[config.mk]
export PLATFORM = sky130hd
export DESIGN_NAME = alu_seq
export DESIGN_NICKNAME = d
export VERILOG_FILES = /design/src/rtl/alu_seq.sv
export SDC_FILE = /design/constraint.sdc
export NUM_CORES = 1
export LEC_CHECK = 0
export CORE_MARGIN = 2
export CORE_UTILIZATION = 56
export CTS_CLUSTER_SIZE = 12
export DETAILED_ROUTE_END_ITERATION = 10
export HOLD_SLACK_MARGIN = 0.05
export PLACE_DENSITY = 0.84
export SYNTH_ARGS = -nofsm -noshare
export SYNTH_HDL_FRONTEND = slang
export SYNTH_SLANG_ARGS = --single-unit
[constraint.sdc]
create_clock -name clk -period 3.8 [get_ports clk]
set_input_delay 0.57 -clock clk [delete_from_list [all_inputs] [get_ports clk]]
set_output_delay 0.57 -clock clk [all_outputs]
set_load 0.01 [all_outputs]
[src/rtl/alu_seq.sv]
// Registered ALU with iterative shifts and shift-add multiply; Z/N/C/V flags update only on done.
// Latency: 1 cycle for single-cycle ops, max(n,1) for shifts, WIDTH for MUL.
// Backpressure: while busy is high, start is ignored. Nothing is queued.
module alu_seq #(
   parameter int WIDTH = 16
) (
   input  logic             clk,
   input  logic             rst_n,
   input  logic             start,
   input  logic [3:0]       op,
   input  logic [WIDTH-1:0] a,
   input  logic [WIDTH-1:0] y,
   output logic             busy,
   output logic             done,
   output logic [WIDTH-1:0] result,
   output logic             flag_z,
   output logic             flag_n,
   output logic             flag_c,
   output logic             flag_v
);
   localparam int SHW = $clog2(WIDTH);

   localparam logic [3:0] OP_ADD     = 4'd0;
   localparam logic [3:0] OP_AND     = 4'd1;
   localparam logic [3:0] OP_INC_Y   = 4'd2;
   localparam logic [3:0] OP_NOT_A   = 4'd3;
   localparam logic [3:0] OP_OR      = 4'd4;
   localparam logic [3:0] OP_PASS_Y  = 4'd5;
   localparam logic [3:0] OP_SUB     = 4'd6;
   localparam logic [3:0] OP_ADD_DEC = 4'd7;
   localparam logic [3:0] OP_XOR     = 4'd8;
   localparam logic [3:0] OP_SHL     = 4'd9;
   localparam logic [3:0] OP_SHR     = 4'd10;
   localparam logic [3:0] OP_MUL     = 4'd11;

   localparam logic [WIDTH-1:0] ONE     = {{(WIDTH-1){1'b0}}, 1'b1};
   localparam logic [SHW-1:0]   CNT_ONE = {{(SHW-1){1'b0}}, 1'b1};

   typedef enum logic {IDLE, RUN} state_t;

   state_t             state, state_nx;
   logic [3:0]         op_q, op_nx;
   logic [WIDTH-1:0]   opa_q, opa_nx;
   logic [2*WIDTH-1:0] work_q, work_nx;
   logic [SHW-1:0]     cnt_q, cnt_nx;
   logic               done_nx, z_nx, n_nx, c_nx, v_nx;
   logic [WIDTH-1:0]   res_nx;
   logic               fin, fin_c, fin_v;
   logic [WIDTH-1:0]   fin_res;

   logic [WIDTH:0]     sum_add, diff;
   logic [SHW-1:0]     sh_amt;
   logic [WIDTH-1:0]   sh;
   logic [2*WIDTH-1:0] mul_first, mul_nx;

   // One shift-add step on {hi, multiplier}: add multiplicand to hi when the
   // current multiplier LSB is set, then shift the whole product right by one.
   function automatic logic [2*WIDTH-1:0] mul_step(input logic [2*WIDTH-1:0] p,
                                                   input logic [WIDTH-1:0] m);
      logic [WIDTH:0] sum;
      sum = {1'b0, p[2*WIDTH-1:WIDTH]} + (p[0] ? {1'b0, m} : '0);
      return {sum, p[WIDTH-1:1]};
   endfunction

   assign sum_add   = {1'b0, a} + {1'b0, y};
   assign diff      = {1'b0, a} - {1'b0, y};
   assign sh_amt    = y[SHW-1:0];
   assign sh        = work_q[WIDTH-1:0];
   assign mul_first = mul_step({{WIDTH{1'b0}}, y}, a);
   assign mul_nx    = mul_step(work_q, opa_q);
   assign busy      = (state == RUN);

   always_comb begin
      state_nx = state;
      op_nx    = op_q;
      opa_nx   = opa_q;
      work_nx  = work_q;
      cnt_nx   = cnt_q;
      done_nx  = 1'b0;
      res_nx   = result;
      z_nx     = flag_z;
      n_nx     = flag_n;
      c_nx     = flag_c;
      v_nx     = flag_v;
      fin      = 1'b0;
      fin_res  = '0;
      fin_c    = 1'b0;
      fin_v    = 1'b0;

      case (state)
         IDLE: begin
            if (start) begin
               fin = 1'b1;
               case (op)
                  OP_ADD: begin
                     fin_res = sum_add[WIDTH-1:0];
                     fin_c   = sum_add[WIDTH];
                     fin_v   = (a[WIDTH-1] == y[WIDTH-1]) && (sum_add[WIDTH-1] != a[WIDTH-1]);
                  end
                  OP_AND:     fin_res = a & y;
                  OP_INC_Y: begin
                     fin_res = y + ONE;
                     fin_c   = &y;
                  end
                  OP_NOT_A:   fin_res = ~a;
                  OP_OR:      fin_res = a | y;
                  OP_PASS_Y:  fin_res = y;
                  OP_SUB: begin
                     fin_res = diff[WIDTH-1:0];
                     fin_c   = diff[WIDTH];
                     fin_v   = (a[WIDTH-1] != y[WIDTH-1]) && (diff[WIDTH-1] != a[WIDTH-1]);
                  end
                  OP_ADD_DEC: fin_res = a + y + {WIDTH{1'b1}};
                  OP_XOR:     fin_res = a ^ y;
                  OP_SHL, OP_SHR: begin
                     // The first shift happens on the start edge, so n<=1 never enters RUN.
                     if (sh_amt == '0) begin
                        fin_res = a;
                     end else if (sh_amt == CNT_ONE) begin
                        fin_res = (op == OP_SHL) ? {a[WIDTH-2:0], 1'b0} : {1'b0, a[WIDTH-1:1]};
                        fin_c   = (op == OP_SHL) ? a[WIDTH-1] : a[0];
                     end else begin
                        fin      = 1'b0;
                        state_nx = RUN;
                        op_nx    = op;
                        cnt_nx   = sh_amt - CNT_ONE;
                        work_nx  = (op == OP_SHL) ? {{WIDTH{1'b0}}, a[WIDTH-2:0], 1'b0}
                                                  : {{WIDTH{1'b0}}, 1'b0, a[WIDTH-1:1]};
                     end
                  end
                  OP_MUL: begin
                     fin      = 1'b0;
                     state_nx = RUN;
                     op_nx    = op;
                     opa_nx   = a;
                     cnt_nx   = {SHW{1'b1}};
                     work_nx  = mul_first;
                  end
                  default:    fin_res = '0;
               endcase
            end
         end
         RUN: begin
            cnt_nx = cnt_q - CNT_ONE;
            if (op_q == OP_MUL) begin
               work_nx = mul_nx;
               fin_res = mul_nx[WIDTH-1:0];
               fin_c   = |mul_nx[2*WIDTH-1:WIDTH];
            end else if (op_q == OP_SHL) begin
               fin_res = {sh[WIDTH-2:0], 1'b0};
               fin_c   = sh[WIDTH-1];
               work_nx = {{WIDTH{1'b0}}, sh[WIDTH-2:0], 1'b0};
            end else begin
               fin_res = {1'b0, sh[WIDTH-1:1]};
               fin_c   = sh[0];
               work_nx = {{WIDTH{1'b0}}, 1'b0, sh[WIDTH-1:1]};
            end
            if (cnt_q == CNT_ONE) begin
               fin      = 1'b1;
               state_nx = IDLE;
            end
         end
         default: state_nx = IDLE;
      endcase

      if (fin) begin
         done_nx = 1'b1;
         res_nx  = fin_res;
         z_nx    = (fin_res == '0);
         n_nx    = fin_res[WIDTH-1];
         c_nx    = fin_c;
         v_nx    = fin_v;
      end
   end

   always_ff @(posedge clk) begin
      if (!rst_n) begin
         state  <= IDLE;
         op_q   <= '0;
         opa_q  <= '0;
         work_q <= '0;
         cnt_q  <= '0;
         done   <= 1'b0;
         result <= '0;
         flag_z <= 1'b0;
         flag_n <= 1'b0;
         flag_c <= 1'b0;
         flag_v <= 1'b0;
      end else begin
         state  <= state_nx;
         op_q   <= op_nx;
         opa_q  <= opa_nx;
         work_q <= work_nx;
         cnt_q  <= cnt_nx;
         done   <= done_nx;
         result <= res_nx;
         flag_z <= z_nx;
         flag_n <= n_nx;
         flag_c <= c_nx;
         flag_v <= v_nx;
      end
   end
endmodule

==> metrics.md, run 1 <==
| Metric | Value |
|---|---|
| Rows | 47 |
| Vias/cell | between 6 and 7 |
| GRT overflow | 0 |
| DRC viols | 0 |
| Synth top area share | 0.166 |
| Clk root buf | clkbuf_16 |
| Slowest-stage cell, CP | nor4bb_4 |
| Max-capacitance violation count | 0 |
| Clk sinks | 77 |
| Largest area contributor in the netlist | dfxtp_1 |
| Wire per inst | roughly 22 µm |
| Port-buffer cells | 60 |
| Yosys cell types | 81 |
| First-pass GRT wire length | approximately 60000 µm |
| Mapped Nets | 1419 |
| Die height | ~130 µm |
| Yosys warnings | 0 |
| Largest net degree at the start of global routing | 62 |
| Register area share after synthesis | 0.166 |
| NumNets Final | 1656 |
| Max Fclk | approximately 270 MHz |
| Syn-to-layout area delta | 33.6% |
| Leak | 0.00525 µW |
| WS Path Type | in2reg |
| Largest cells by area after synthesis | dfxtp_1 (17%), ha_1 (12%), nor2_1 (5.6%) |
| CP peak stage delay | 600 ps |
| Final ANT Viol Nets | 0 |
| Startpoint Class | input pin |
| Synthesized area | between 0.009 and 0.01 mm² |
| Clock Skews | about 8.3 ps |
| GRT Total Usage | 0.424 |
| Top cell by count, worst path | buf_4 |
| DP Worst Slack | -657 ps |
| HPWL Detailed | ~29000 µm |
| Predominant post-synthesis flop cell | dfxtp_1 |
| Worst Tran Pin Value | about 1100 ps |
| Power density over the cells | about 250 mW/mm² |
| Crit path DAT | about 4000 ps |
| Clock transition at path regs | ~60 ps |
| Starting DRT DRC Count | about 1500 |
| Critical Path RT | about 4100 ps |
| Finished layout cell area | between 0.01 and 0.015 mm² |
| Max_slew headroom | 0.280 |
| Skew-Pair Late Insertion Delay | around 350 ps |
| Post-synth EDFFs | 0 |
| Vias | about 12000 |
| Vias in the first global route | roughly 11000 |
| VDD IR max | about 0.20 mV |
| Filler Cell Count | between 1000 and 1500 |
| Crit-path max FO | 7 |
| CTS tree | yes |
| CP cell instances | clkdlybuf4s50_1, nor4bb_4, buf_4, mux2i_1, o2bb2ai_1, a211oi_1, o2111ai_1, nor4_2, buf_4, nand2b_1, or4_1, o21ai_1 |
| Post-route setup slack | about 80 ps |
| Crit end category | flop |
| Cells after DPL | ~1700 |
| Routability Congestion | roughly 1.0 |
| Total I/O pin count | about 60 |
| Final Max Slew Viols | 0 |
| Placed Instance Area | 0.0118 mm² |
| Most common cell after layout, fill and taps aside | buf_4 |
| Minimum clock period | around 3700 ps |
| TritonCTS Buffers | 9 |
| Initial antenna violation count | 0 |
| Tightest Hold Check Type | reg2reg |
| First drt pass iteration count | 9 |
| Final setup violation count | 0 |
| Die W | 133 µm |
| Async SR Flop Fraction | 0 |
| Cells after Synth | approximately 1300 |
| Starting Density | 0.567 |
| Final Hold Slack | between 400 and 500 ps |
| N_diodes | 0 |
| Clock buffer depth | 2 |
| Routed WL | ~39000 µm |
| Flops & latches, synth | between 70 and 80 |
| Share of cells above drive strength 1 | 0.245 |
| Final Hold Fails | 0 |
| Synthesized area per cell | roughly 7.2 µm² |
| Period utilization | 0.978 |
| CTS H-tree depth | 3 |
| Post-Layout Cell Count | ~1700 |
| Area of the core | about 0.016 mm² |
| Die area | between 0.015 and 0.02 mm² |
| Status | finished, final reports clean |
| Commonest cells after routing, fill and taps aside | buf_4 (245), nor2_1 (138), nand2_1 (118) |
==> sequential cells by signal, summed over array words and instances, names as in the netlist, 4 cells and up <==
register	cells
result	16
opa_q	16
op_q	4
work_q	32
cnt_q	4
==> layout make-up <==
type,instances,area (µm²),share of cell area
clock inverter,6,40.0,0.00322
multi-input combinational,1044,7520,0.604
clock buffer,9,225,0.0181
timing repair buffer,311,2540,0.204
tap,220,275,0.0221
sequential,77,1540,0.124
inverter,79,297,0.0238
==> layer usage <==
| metal | up-vias | GRT usage | wire length (µm) |
|---|---|---|---|
| met5 | - | 0 | 0 |
| met4 | 0 | 0.204 | 2500 |
| met3 | 235 | 0.0774 | 4260 |
| met2 | 865 | 0.692 | 17200 |
| met1 | 5360 | 0.541 | 14700 |
| li1 | 5169 | - | - |
==> path summary, 6_finish.rpt <==
path / slack [ps] / end / depth (start not counted) / start
worst max register to register: 150 / flag_c / 12 / opa_q[0]
worst min register to register: 450 / opa_q[8] / 2 / opa_q[8]
worst max-delay path: 80 / flag_z / 12 / op[3]
worst min-delay path: 450 / opa_q[8] / 2 / opa_q[8]
==> per-stage QoR <==
step | util | power [µW] | setup TNS [ps]
4_1_cts | 0.740 | 3030 | 0
3_3_place_gp | 0.718 | 2210 | -2490
6_report | 0.758 | 3170 | 0
2_1_floorplan | - | 1610 | 0
3_5_place_dp | 0.718 | 2230 | -2830
5_1_grt | 0.758 | 3290 | -39.0
==> worst max-delay path: cells and delay by family <==
| kind | cells | cell delay [ps] |
|---|---|---|
| mux | 1 | 290 |
| simple gates | 4 | 1310 |
| buf+inv | 3 | 890 |
| compound gates | 4 | 920 |
==> cell usage after synthesis (7+ instances only) <==
library cell,count
and2_1,25
o2111ai_1,7
nor2b_1,13
xor2_1,15
o221ai_1,10
a21oi_1,97
inv_1,77
o22ai_1,7
a22oi_1,18
clkbuf_1,53
and3_1,7
mux2_2,18
nand3_1,25
nand2b_1,12
o21ai_0,65
nor4b_1,8
dfxtp_1,77
nand4_1,9
o31ai_1,11
o21bai_1,7
xnor2_1,31
nor2_1,139
a21o_1,13
o211ai_1,12
nor3_1,35
a211oi_1,45
o21a_1,19
or3_1,8
nor4_1,17
nand2_1,119
mux2i_1,28
a31oi_1,9
a221oi_1,8
ha_1,91
buf_2,21
==> power breakdown <==
group,switching (µW),internal [µW],total [µW],leakage [µW]
Combinational,818,668,1490,0.00449
Clock,360,438,798,0.000131
Sequential,33.1,852,885,0.000627
Total,1210,1960,3170,0.00525
==> repair_timing <==
item / in CTS / in global routing
endpoints found under the setup margin: 3 / 6
hold buffers: 0 / 0
gates resized for setup: 21 / 73
pin swaps: 7 / 17
gates cloned: 0 / 0
hold endpoints to repair: 0 / 0
buffers inserted: 1 / 0
==> logic make-up (layout without fill, tap and decap cells) <==
kind of cell             count (synthesis)  after routing  share of synthesized area
AO/OA/AOI/OAI                          399            399                      0.294
XOR/XNOR                                46             46                     0.0433
adder cells (fa/ha/maj)                 95             95                      0.131
buffers and inverters                  164            405                     0.0722
flip-flops                              77             77                      0.166
multiplexers                            48             48                     0.0555
AND/OR/NAND/NOR                        456            456                      0.238
(Power assumes the default switching activity.)
==> run 2: changes to the inputs <==
GPL_ROUTABILITY_DRIVEN = 0   (was unset)
==> run 2 against run 1 <==
Compared with the run above: the flow now finishes with violations (negative setup slack); core utilization shrank 0.92 points; flip-flop and latch count is the same; worst setup slack lost 140 ps; clock-buffer cell count grew 3; power grew 1.6%; clock skew shrank 3.5 ps; clock power grew 8.5%; critical endpoint unchanged.
==> metrics.md, run 2 (synthesis results as in run 1) <==
| Metric | Value |
|---|---|
| Storage cell area | 0.00154 mm² (unchanged) |
| Max_slew headroom | 0.372 (+0.0912) |
| Status | complete, but fails checks |
| Vias in the first global route | 11226 (+1.1%) |
| CTS hold repair buffers | 0 (unchanged) |
| Vias/cell | 6.94 (+4.3%) |
| Leak | 0.00513 µW (-2.3%) |
| Crit path DAT | 4130 ps (+130 ps) |
| Tightest Hold Check Type | reg2reg |
| Post-route setup slack | -60.5 ps (-142 ps) |
| Max Fclk | 259 MHz (-3.7%) |
| Final Max Slew Viols | 0 (unchanged) |
| Power density over the cells | 262 mW/mm² (+2.8%) |
| Startpoint Class | input pin |
| DRC viols | 0 (unchanged) |
| Clock buffer depth | 2 (unchanged) |
| First drt pass iteration count | 7 (-2) |
| Final ANT Viol Nets | 0 (unchanged) |
| Reg with most FFs | work_q |
| Largest net degree at the start of global routing | 62 (unchanged) |
| WHS Path Cells | 2 (unchanged) |
| WS Path Type | in2reg |
| Total I/O pin count | 61 (unchanged) |
| Rows | 47 (unchanged) |
| Initial antenna violation count | 2 (+2) |
| GRT Total Usage | 0.411 (-0.0129) |
| Final setup violation count | 1 (+1) |
| Final Total Pwr | 3220 µW (+1.6%) |
| Crit-path max FO | 3 (-4) |
| Clock Skews | 4.82 ps (-3.50 ps) |
| Slowest-stage cell, CP | or4_4 |
| Max-capacitance violation count | 0 (unchanged) |
| Starting DRT DRC Count | 2179 (+46%) |
| CTS H-tree depth | 3 (unchanged) |
| Finished layout cell area | 0.0123 mm² (-1.2%) |
| Period utilization | 1.02 (+0.0375) |
| NumNets Final | 1640 (-0.97%) |
| Area occupied by multi-input gates | 0.00747 mm² (-0.55%) |
| Wire per inst | 22.2 µm (+0.20%) |
| Routed WL | 38400 µm (-0.60%) |
| CTS tree | yes |
| TritonCTS Buffers | 9 (unchanged) |
| Worst R2R Path Depth | 12 (unchanged) |
| CP peak stage delay | 500 ps (-100 ps) |
| Area of the core | 0.0164 mm² (unchanged) |
| Syn-to-layout area delta | 32.0% |
| Die W | 133 µm (unchanged) |
| Starting Density | 0.567 (unchanged) |
| Share of cells above drive strength 1 | 0.231 (-0.0141) |
| Worst Tran Pin Value | 930 ps (-135 ps) |
| Post-Layout Cell Count | 1732 (-0.80%) |
| Minimum clock period | 3860 ps (+142 ps) |
| HPWL Detailed | 27300 µm (-5.7%) |
| GRT overflow | 0 (unchanged) |
| Final Hold Fails | 0 (unchanged) |
| Skew-Pair Late Insertion Delay | 340 ps (about the same) |
| Die area | 0.0177 mm² (unchanged) |
| CP cell instances | clkdlybuf4s50_1, inv_1, ha_1, inv_1, ha_1, a211o_1, nand3_1, o221ai_1, a221oi_1, o2111a_1, o21ai_0, or4_4, or4_1, o21ai_1 |
| Filler Cell Count | 1079 (-14%) |
| Most common cell after layout, fill and taps aside | buf_4 |
| Violated checks | negative setup slack |
| Number of flip-flops in the largest register | 32 (unchanged) |
| Biggest regs | work_q (32), opa_q (16), result (16) |
| Placed Instance Area | 0.0116 mm² (-1.6%) |
| Clk root buf | clkbuf_16 |
| Setup TNS | -60.5 ps (-60.5 ps) |
| Cells after DPL | 1707 (-1.3%) |
| Die height | 133 µm (unchanged) |
| Clock transition at path regs | 60 ps (about the same) |
| Vias | 12027 (+3.4%) |
| Clk sinks | 77 (unchanged) |
| Final core occ | 0.749 (-0.00915) |
| Port-buffer cells | 60 (unchanged) |
| First-pass GRT wire length | 58400 µm (-1.8%) |
| Commonest cells after routing, fill and taps aside | buf_4 (230), nor2_1 (138), nand2_1 (119) |
| VDD IR max | 0.259 mV (+31%) |
| Critical Path RT | 4070 ps (about the same) |
| Crit end category | flop |
==> run 2: layout make-up <==
cell class,instances,share of cell area
multi-input cells,1044,0.608
repair buffers,295,0.195
flip-flops and latches,77,0.125
inverters,79,0.0241
well taps,220,0.0224
clock buffers,12,0.0201
clock inverters,4,0.00387
diodes,1,0.000204
==> run 2: worst max-delay path: cells and delay by family <==
| family | cells | cell delay [ps] |
|---|---|---|
| AOI/OAI and AO/OA | 6 | 1260 |
| buffers and inverters | 3 | 610 |
| and+or+nand+nor | 3 | 1070 |
| adders and majority gates | 2 | 620 |
==> run 2: power by group <==
group,leakage [µW],total (µW),internal (µW),switching (µW)
Clock,0.000143,866,525,341
Sequential,0.000627,888,852,36.1
Combinational,0.00436,1460,647,818
==> run 2: layer usage <==
metal / up-vias / global-route usage / wire length [µm]
li1: 5142 / - / -
met1: 5368 / 0.517 / 13200
met2: 1135 / 0.636 / 16200
met3: 380 / 0.103 / 5580
met4: 2 / 0.245 / 3340
met5: - / 0 / 15
==> run 2: repair_timing <==
action                                  CTS  global route
endpoints found under the setup margin    3             7
pin swaps                                 6            15
gates resized for setup                  26            52
buffers inserted                          1             7
==> run 2: final timing paths <==
path	from	to	slack, ps
max	y[5]	flag_z	-60
min	result[12]	result[12]	450
max reg2reg	work_q[0]	flag_c	140
min reg2reg	result[12]	result[12]	450
==> run 2: through the flow <==
stage,hold WS (ps),setup WS (ps)
3_5_place_dp,442,-696
3_3_place_gp,438,-617
2_1_floorplan,418,25.4
4_1_cts,451,0.829
5_1_grt,474,-69.5
6_report,455,-60.5
